### src/rtl/branch_predictor_btb_pkg.sv
// Shared constants for the fetch-side branch predictor and its BTB.
package branch_predictor_btb_pkg;

  localparam int unsigned IDX_W_DEF = 4;
  localparam int unsigned PC_W_DEF  = 32;
  localparam int unsigned CNT_W     = 32;

  localparam logic [1:0] CTR_SNT   = 2'b00;
  localparam logic [1:0] CTR_WNT   = 2'b01;
  localparam logic [1:0] CTR_WT    = 2'b10;
  localparam logic [1:0] CTR_ST    = 2'b11;
  localparam logic [1:0] CTR_RST   = CTR_WNT;
  localparam logic [1:0] CTR_ALLOC = CTR_WT;

endpackage

### src/rtl/branch_predictor_btb_if.sv
// Prediction, resolution and perf-counter signals between pipeline and predictor.
interface branch_predictor_btb_if #(
  parameter int unsigned PC_W = 32
);
  logic [PC_W-1:0] if_pc;
  logic            pred_taken;
  logic [PC_W-1:0] pred_target;
  logic            upd_valid;
  logic [PC_W-1:0] upd_pc;
  logic            upd_taken;
  logic [PC_W-1:0] upd_target;
  logic            upd_pred_taken;
  logic [PC_W-1:0] upd_pred_target;
  logic            mispredict;
  logic [PC_W-1:0] redirect_pc;
  logic [31:0]     br_cnt;
  logic [31:0]     mis_cnt;

  modport master (
    output if_pc, upd_valid, upd_pc, upd_taken, upd_target, upd_pred_taken, upd_pred_target,
    input  pred_taken, pred_target, mispredict, redirect_pc, br_cnt, mis_cnt
  );

  modport slave (
    input  if_pc, upd_valid, upd_pc, upd_taken, upd_target, upd_pred_taken, upd_pred_target,
    output pred_taken, pred_target, mispredict, redirect_pc, br_cnt, mis_cnt
  );
endinterface

### src/rtl/branch_predictor_btb_bht_sat_ctr.sv
// Next-state logic for a 2-bit saturating taken/not-taken counter.
module bht_sat_ctr
  import branch_predictor_btb_pkg::*;
(
  input  logic [1:0] ctr,
  input  logic       taken,
  output logic [1:0] ctr_next
);

  always_comb begin
    ctr_next = ctr;
    if (taken) begin
      if (ctr != CTR_ST) ctr_next = ctr + 2'd1;
    end else begin
      if (ctr != CTR_SNT) ctr_next = ctr - 2'd1;
    end
  end

endmodule

### src/rtl/branch_predictor_btb.sv
// Direct-mapped BTB with 2-bit counters: zero-latency prediction, resolution
// write-back, mispredict/redirect generation and branch/mispredict counters.
module branch_predictor_btb
  import branch_predictor_btb_pkg::*;
#(
  parameter int unsigned IDX_W = IDX_W_DEF,
  parameter int unsigned PC_W  = PC_W_DEF
) (
  input logic                  clk,
  input logic                  rst,
  branch_predictor_btb_if.slave bus
);

  localparam int unsigned ENTRIES = 2 ** IDX_W;
  localparam int unsigned TAG_W   = PC_W - IDX_W - 2;

  logic [ENTRIES-1:0] valid_q;
  logic [TAG_W-1:0]   tag_q    [ENTRIES];
  logic [PC_W-1:0]    target_q [ENTRIES];
  logic [1:0]         ctr_q    [ENTRIES];
  logic [CNT_W-1:0]   br_cnt_q;
  logic [CNT_W-1:0]   mis_cnt_q;

  logic [IDX_W-1:0] rd_idx, wr_idx;
  logic [TAG_W-1:0] rd_tag, wr_tag;
  logic             rd_hit, wr_hit;
  logic             pred_taken_c;
  logic             mispredict_c;
  logic [1:0]       ctr_next;

  assign rd_idx = bus.if_pc[IDX_W+1:2];
  assign rd_tag = bus.if_pc[PC_W-1:IDX_W+2];
  assign wr_idx = bus.upd_pc[IDX_W+1:2];
  assign wr_tag = bus.upd_pc[PC_W-1:IDX_W+2];

  // Prediction reads pre-update contents; no write-to-read bypass.
  assign rd_hit       = valid_q[rd_idx] && (tag_q[rd_idx] == rd_tag);
  assign pred_taken_c = rd_hit && ctr_q[rd_idx][1];
  assign bus.pred_taken  = pred_taken_c;
  assign bus.pred_target = pred_taken_c ? target_q[rd_idx] : bus.if_pc + PC_W'(4);

  assign mispredict_c = bus.upd_valid &&
                        ((bus.upd_taken != bus.upd_pred_taken) ||
                         (bus.upd_taken && (bus.upd_target != bus.upd_pred_target)));
  assign bus.mispredict  = mispredict_c;
  assign bus.redirect_pc = bus.upd_taken ? bus.upd_target : bus.upd_pc + PC_W'(4);

  assign bus.br_cnt  = br_cnt_q;
  assign bus.mis_cnt = mis_cnt_q;

  assign wr_hit = valid_q[wr_idx] && (tag_q[wr_idx] == wr_tag);

  bht_sat_ctr u_sat_ctr (
    .ctr      (ctr_q[wr_idx]),
    .taken    (bus.upd_taken),
    .ctr_next (ctr_next)
  );

  // Table write-back and perf counters; reset wins over a same-cycle update.
  always_ff @(posedge clk) begin
    if (rst) begin
      valid_q   <= '0;
      ctr_q     <= '{default: CTR_RST};
      br_cnt_q  <= '0;
      mis_cnt_q <= '0;
    end else if (bus.upd_valid) begin
      br_cnt_q <= br_cnt_q + CNT_W'(1);
      if (mispredict_c) mis_cnt_q <= mis_cnt_q + CNT_W'(1);
      if (wr_hit) begin
        ctr_q[wr_idx] <= ctr_next;
        if (bus.upd_taken) target_q[wr_idx] <= bus.upd_target;
      end else if (bus.upd_taken) begin
        valid_q[wr_idx]  <= 1'b1;
        tag_q[wr_idx]    <= wr_tag;
        target_q[wr_idx] <= bus.upd_target;
        ctr_q[wr_idx]    <= CTR_ALLOC;
      end
    end
  end

endmodule

### src/flat_wrapper.sv
// flat-port wrapper written by rule: the top's interface ports become plain ports
module branch_predictor_btb_flat import branch_predictor_btb_pkg::*;
#(
  parameter int unsigned IDX_W = IDX_W_DEF,
  parameter int unsigned PC_W  = PC_W_DEF
)
  (clk, rst, bus_if_pc, bus_upd_valid, bus_upd_pc, bus_upd_taken, bus_upd_target, bus_upd_pred_taken, bus_upd_pred_target, bus_pred_taken, bus_pred_target, bus_mispredict, bus_redirect_pc, bus_br_cnt, bus_mis_cnt);
  branch_predictor_btb_if #(.PC_W(PC_W)) bus_i ();
  input logic clk;
  input logic rst;
  input wire logic [$bits(bus_i.if_pc)-1:0] bus_if_pc;
  input wire logic [$bits(bus_i.upd_valid)-1:0] bus_upd_valid;
  input wire logic [$bits(bus_i.upd_pc)-1:0] bus_upd_pc;
  input wire logic [$bits(bus_i.upd_taken)-1:0] bus_upd_taken;
  input wire logic [$bits(bus_i.upd_target)-1:0] bus_upd_target;
  input wire logic [$bits(bus_i.upd_pred_taken)-1:0] bus_upd_pred_taken;
  input wire logic [$bits(bus_i.upd_pred_target)-1:0] bus_upd_pred_target;
  output wire logic [$bits(bus_i.pred_taken)-1:0] bus_pred_taken;
  output wire logic [$bits(bus_i.pred_target)-1:0] bus_pred_target;
  output wire logic [$bits(bus_i.mispredict)-1:0] bus_mispredict;
  output wire logic [$bits(bus_i.redirect_pc)-1:0] bus_redirect_pc;
  output wire logic [$bits(bus_i.br_cnt)-1:0] bus_br_cnt;
  output wire logic [$bits(bus_i.mis_cnt)-1:0] bus_mis_cnt;
  assign bus_i.if_pc = bus_if_pc;
  assign bus_i.upd_valid = bus_upd_valid;
  assign bus_i.upd_pc = bus_upd_pc;
  assign bus_i.upd_taken = bus_upd_taken;
  assign bus_i.upd_target = bus_upd_target;
  assign bus_i.upd_pred_taken = bus_upd_pred_taken;
  assign bus_i.upd_pred_target = bus_upd_pred_target;
  assign bus_pred_taken = bus_i.pred_taken;
  assign bus_pred_target = bus_i.pred_target;
  assign bus_mispredict = bus_i.mispredict;
  assign bus_redirect_pc = bus_i.redirect_pc;
  assign bus_br_cnt = bus_i.br_cnt;
  assign bus_mis_cnt = bus_i.mis_cnt;
  branch_predictor_btb #(.IDX_W(IDX_W), .PC_W(PC_W)) u_core (.clk(clk), .rst(rst), .bus(bus_i));
endmodule
### config.mk
export PLATFORM = sky130hd
export DESIGN_NAME = branch_predictor_btb_flat
export DESIGN_NICKNAME = d
export VERILOG_FILES = /design/src/rtl/branch_predictor_btb_pkg.sv /design/src/rtl/branch_predictor_btb_if.sv /design/src/rtl/branch_predictor_btb_bht_sat_ctr.sv /design/src/rtl/branch_predictor_btb.sv /design/src/flat_wrapper.sv
export SDC_FILE = /design/constraint.sdc
export NUM_CORES = 2
export LEC_CHECK = 0
export CAP_MARGIN = 40
export CORE_MARGIN = 2
export CORE_UTILIZATION = 50
export DETAILED_ROUTE_END_ITERATION = 8
export GPL_TIMING_DRIVEN = 0
export HOLD_SLACK_MARGIN = 0.15
export PLACE_DENSITY = 0.69
export SETUP_SLACK_MARGIN = 0.3
export SLEW_MARGIN = 20
export SYNTH_ARGS = -nofsm -noshare
export SYNTH_HDL_FRONTEND = slang
export SYNTH_SLANG_ARGS = --single-unit
### constraint.sdc
create_clock -name clk -period 8.7 [get_ports clk]
set_clock_uncertainty 0.15 [all_clocks]
set_input_delay 1.74 -clock clk [delete_from_list [all_inputs] [get_ports clk]]
set_output_delay 1.74 -clock clk [all_outputs]
set_load 0.05 [all_outputs]
# [Word level (Yosys, flattened, before mapping)]
# Memories as Yosys holds them, arrays and structs flattened.
# Index checks and enable logic that the tools add are counted.
[totals] ff_bits=112 ramBits=928 inputBits=133 out_inout_bits=130 wordCells=91 memories=2
[memory_table] memory="u_core.target_q" words=16 word_bits=32 read_ports=1 rd_clocked_by_memory_dff=0 write_ports=1 line_no="branch_predictor_btb.sv:19" source="logic [PC_W-1:0] target_q [ENTRIES];"
[memory_table] memory="u_core.tag_q" words=16 word_bits=26 read_ports=2 rd_clocked_by_memory_dff=0 write_ports=1 line_no="branch_predictor_btb.sv:18" source="logic [TAG_W-1:0] tag_q [ENTRIES];"
[classes] add_sub_neg=6 n_lt_le_gt_ge=6 n_eq_ne=5 n_mux=32 bitwise_logic=8 reduce_logical=13
[ops] cell="two-way mux 32 bit" count=5
[ops] cell="adder 32 x 1 -> 32 bit (second input constant)" count=2
[ops] cell="adder 32 x 3 -> 32 bit (second input constant)" count=2
[ops] cell="equality test 26 bit" count=2
[ops] cell="bitwise mux 32 bit" count=1
[ops] cell="!= test 32 bit" count=1
[ops] cell="bitwise OR 16 bit" count=2
[ops] cell="AND 16 bit" count=1
[ops] cell="binary-select mux 2 bit (select 4 bit)" count=2
[ops] cell="two-way mux 2 bit" count=8
[ops] cell="NOT 16 bit" count=1
[ops] cell="two-way mux 1 bit" count=12
[ops] cell=">= comparator 5 bit (second input constant)" count=2
[ops] cell="less-than comparator 4 x 5 -> 1 bit (second input constant)" count=2
[ops] cell="NOT 4 -> 5 bit" count=2
[ops] cell="binary-select mux 1 bit (select 4 bit)" count=2
[ops] cell="demux 2 bit (select 4 bit)" count=1
[ops] cell="logical AND 1 bit" count=7
[ops] cell="less-than comparator 5 x 1 -> 1 bit (second input constant)" count=1
[ops] cell="demux 1 bit (select 4 bit)" count=1
[ops] cell=">= comparator 4 x 1 -> 1 bit (second input constant)" count=1
[ops] cell="AND reduction 2 bit" count=2
[ops] cell="nonzero test 2 bit" count=2
[ops] cell="AND reduction 3 bit" count=1
[ops] cell="other kinds (7)" count=7

# [Depth between registers and ports, before layout]
[logic_depth] ltp_word=9 depth_mapped=15 mapped_depth_nobuf=9

# [Hierarchy]
# Synthesis repeated with hierarchy kept, for this count alone.
[unflattened] cells_unflattened=2757 hier_area_um2=46851.2
[by_module_without_submodules] mod="branch_predictor_btb" n_inst=1 cells_each=2754 area_each_um2=46824.9 seq_area_each_um2=30108.9
[by_module_without_submodules] mod="bht_sat_ctr" n_inst=1 cells_each=3 area_each_um2=26.3 seq_area_each_um2=0.0

# [Worst setup path after synthesis]
# No wires, ideal clock.
[synth_path] kind="input port to output port" startpoint="input port bus_if_pc[2]" endpoint="output port bus_pred_taken" arrival_time_ns=6.051 required_ns=6.810 path_slack_ns=0.759 path_stages=11 path_buffers=5 path_cell_list="buf_6 buf_4 buf_4 buf_2 buf_2 mux4_2 mux4_2 xnor2_1 nand4_1 or3_1 nor4_1"
[synth_between] elab_chain_len=5 elab_cells_between_ends=10 cone_classes="1 x eq/ne; 5 x mux; 1 x bitwise; 2 x reduce/logical; 1 x memory"
[synth_lines] item="from (decl)" line_no="flat_wrapper.sv:11" source="input wire logic [$bits(bus_i.if_pc)-1:0] bus_if_pc;"
[synth_lines] item="parallel branches: the longest is 4 deep, another holds memory read (16 x 26 bit)"
[synth_lines] item="logical AND 1 bit *" line_no="branch_predictor_btb.sv:38" source="assign pred_taken_c = rd_hit && ctr_q[rd_idx][1];"
[synth_lines] item="to (decl)" line_no="flat_wrapper.sv:18" source="output wire logic [$bits(bus_i.pred_taken)-1:0] bus_pred_taken;"
# Mark *: on every way between the ends. The select of a mux whose other input is x is not followed.

# [Worst setup path after layout]
[layout_path] startpoint="input port bus_if_pc[3]" endpoint="output port bus_pred_target[7]"
[layout_between] elab_chain_len=6 elab_cells_between_ends=13 cone_classes="1 x add/sub; 1 x eq/ne; 6 x mux; 1 x bitwise; 2 x reduce/logical; 2 x memory"
[layout_lines] item="parallel branches: the longest is 5 deep, another holds memory read (16 x 26 bit)"
[layout_lines] item="two-way mux 32 bit *" line_no="branch_predictor_btb.sv:40" source="assign bus.pred_target = pred_taken_c ? target_q[rd_idx] : bus.if_pc + PC_W'(4);"
[layout_lines] item="to (decl)" line_no="flat_wrapper.sv:19" source="output wire logic [$bits(bus_i.pred_target)-1:0] bus_pred_target;"
# Marks and branches as above.

==> metrics.txt <==
Crit Path Max Fanout=10; Post-Syn Nets=2,861; Leakage=18.6 nW; Area after DPL=52,300 sq um; via count=29,841; WHS Path Cells=2; Die Span X=311 um; status=finished clean; PortBufs=257; Std-Cell Rows=112; HP Start=u_core.bus.br_cnt[31]; final setup vio count=0; Die H=311 um; GRT Util Overall=0.311; drt initial violations=4,029; largest net degree at the start of global routing=35; vias per cell=6.63; Hold Path Class=flop to flop; first-pass GRT wire length=215,000 um; Cell Count Post-Placement=4,293; library cells used by synthesis=60; Finished Cell Area=56,300 sq um; Slew Limit Fails=0; Tmin final=8380 ps; drt pass-1 iters=6; RD Place Congestion=0.921; peak supply drop=0.162 mV; GRT Max-Usage Layer=met2; ys async rst share=0; Ys Warns=0; GRT overflow=0; Final WS setup=317 ps; RSZ-0062 raised after global routing=no; Non-Filler Instances=4,501; path depth of the worst reg2reg path=10; CP Data Required Time=6810 ps; Initial Utilization=0.505; Crit. End Element=output pin; Power Dens Cells=202 nW/um^2; Routed wire per std cell=33.8 um; crit start category=input port; io pins=263; Final Hold Viols=0; grt met3 use=0.0814; met1 Track Usage GR=0.407; Finished Core Util=0.603; H-tree levels=3; r2r setup slk=3830 ps; FF+latch count, synth=1,040; WS Path Type=input port to output pin; final WL=152,000 um; sequential area share after synthesis=0.638; Slew headroom=0.404; reg2reg end=u_core.tag_q[15][16]; Max Freq=119 MHz; initial antenna violation count=13; CTS buffer count=106; Clock Path Buffers=3; fill count=6,880; Final HPWL DP=106,000 um; Syn Area/Cell=17.3 sq um; CP arrival=6490 ps; DRT antenna net count=0; # DRC=0; die area=96,800 sq um; share of layout cells above drive strength 1=0.255; period utilization=0.964; clock slew at reported path FFs=60 ps; clk_lat worst skew=700 ps; R2R Path Start=u_core.tag_q[9][8]; Post-Syn Instances=2,721; core area=93,500 sq um; hold worst-path end=u_core.bus.br_cnt[31]; P&R area growth vs syn=19.4%; vias in the first global route=29,875; worst slew pin tran=891 ps; met2 GRT Util=0.496; ys flop type=edfxtp_1; Num Clock Sinks=1,040; Clock Tree Root=clkbuf_16; Mapped Area=47,200 sq um; Post-synth EDFFs=928; max cap viols=0; pre-CTS WS=-2170 ps; Final #Nets=3,296; CTS tree=yes
Yosys cell counts (20+ instances only):
cell type	n	area, sq um
and2_1	62	388
and3_1	33	206
and4_1	25	219
buf_1	36	135
buf_2	27	135
clkbuf_1	116	435
dfxtp_1	112	2240
edfxtp_1	928	27900
mux2_4	29	435
mux2i_1	58	581
mux4_2	397	8940
nand2_1	167	627
nand3_1	59	295
nand4_1	54	338
nor2_1	111	417
nor3_1	23	115
nor4_1	20	125
o21ai_0	47	235
xnor2_1	106	928
xor2_1	114	998
worst max path at each step:
stage | startpoint | end | slack, ps | cells past startpoint
after global placement | bus_upd_pc[5] | bus_redirect_pc[27] | -2170 | 14
after floorplan | bus_if_pc[2] | bus_pred_taken | 760 | 11
after detailed placement | bus_upd_pc[5] | bus_redirect_pc[31] | -2170 | 15
after global routing | bus_if_pc[2] | bus_pred_target[7] | 300 | 13
after CTS | bus_upd_pc[5] | bus_redirect_pc[31] | 290 | 15
final | bus_if_pc[3] | bus_pred_target[7] | 320 | 14
critical path, stage by stage:
cell and delay [ps]:
clkdlybuf4s15_2 390, buf_4 300, buf_4 300, buf_6 270
mux4_2 340, mux4_2 630, xnor2_2 250, nand4_1 120
or4_1 540, or4_1 450, buf_2 250, buf_6 220
mux2_4 320, clkdlybuf4s15_2 330
sequential cells by signal (all words and copies together), names as in the netlist:
name	cells
u_core.bus.br_cnt	32
u_core.bus.mis_cnt	32
u_core.valid_q	16
u_core.tag_q	416
u_core.ctr_q	32
u_core.target_q	512
metal layers:
layer	up-vias	wire length, um	part of all wire
li1	11859	-	-
met1	15403	54200	0.36
met2	2157	71700	0.47
met3	408	18600	0.12
met4	14	7420	0.049
met5	-	99	0.00065
cell usage in the layout, fill, tap and decap left out, drive strengths merged, types with 6 or more instances in the layout:
master,synthesis,final
edfxtp,928,928
mux4,397,397
clkbuf,116,255
clkdlybuf4s50,0,211
nand2,167,167
buf,71,155
xor2,114,114
dfxtp,112,112
nor2,111,111
xnor2,106,106
and2,62,62
nand3,59,59
mux2i,58,58
nand4,54,54
o21ai,47,47
mux2,35,35
and3,33,33
clkinv,0,31
and4,25,25
nor3,23,23
inv,16,21
nor4,20,20
nand2b,19,19
a21oi,18,18
a22o,18,18
bufinv,0,18
clkdlybuf4s15,0,18
a41oi,17,17
a41o,17,17
or3,14,14
ha,7,7
dlygate4sd2,0,7
a22oi,6,6
nor2b,6,6
repair_timing:
item                                    CTS  global route
buffers inserted                          0             0
cloned                                    0             0
hold buffers                              0             0
gates resized for setup                 181            53
endpoints found under the setup margin   59            42
power breakdown:
part	switching [mW]	internal, mW
clock network	1.96	2.89
logic	0.645	0.417
registers	0.0157	5.47
cell type report:
cell class	instances	area (sq um)	share of cell area
clock inverter	59	800	0.0142
sequential	1040	30100	0.535
timing repair buffer	328	3500	0.0621
buffer	186	963	0.0171
inverter	16	60.1	0.00107
tap	1254	1570	0.0279
clock buffer	135	2910	0.0516
antenna	5	12.5	0.000222
multi-input combinational	1478	16400	0.291
stage by stage:
| stage | hold slack, ps | setup TNS, ps | power [mW] |
|---|---|---|---|
| after floorplan | 305 | 0 | 6.15 |
| final | 343 | 0 | 11.4 |
| after detailed placement | 340 | -82760 | 6.62 |
| after CTS | 345 | 0 | 11.4 |
| after global placement | 331 | -797920 | 6.58 |
| after global routing | 369 | 0 | 11.7 |
logic make-up after synthesis:
family                     after synthesis  synth area share
AOI/OAI and AO/OA                      150            0.0226
xor gates and xnor gates               220            0.0408
adders and majority gates                9           0.00228
buffers and inverters                  203            0.0179
DFF                                   1040             0.638
muxes                                  490             0.213
and+or+nand+nor                        609            0.0656
(Power assumes the default switching activity.)
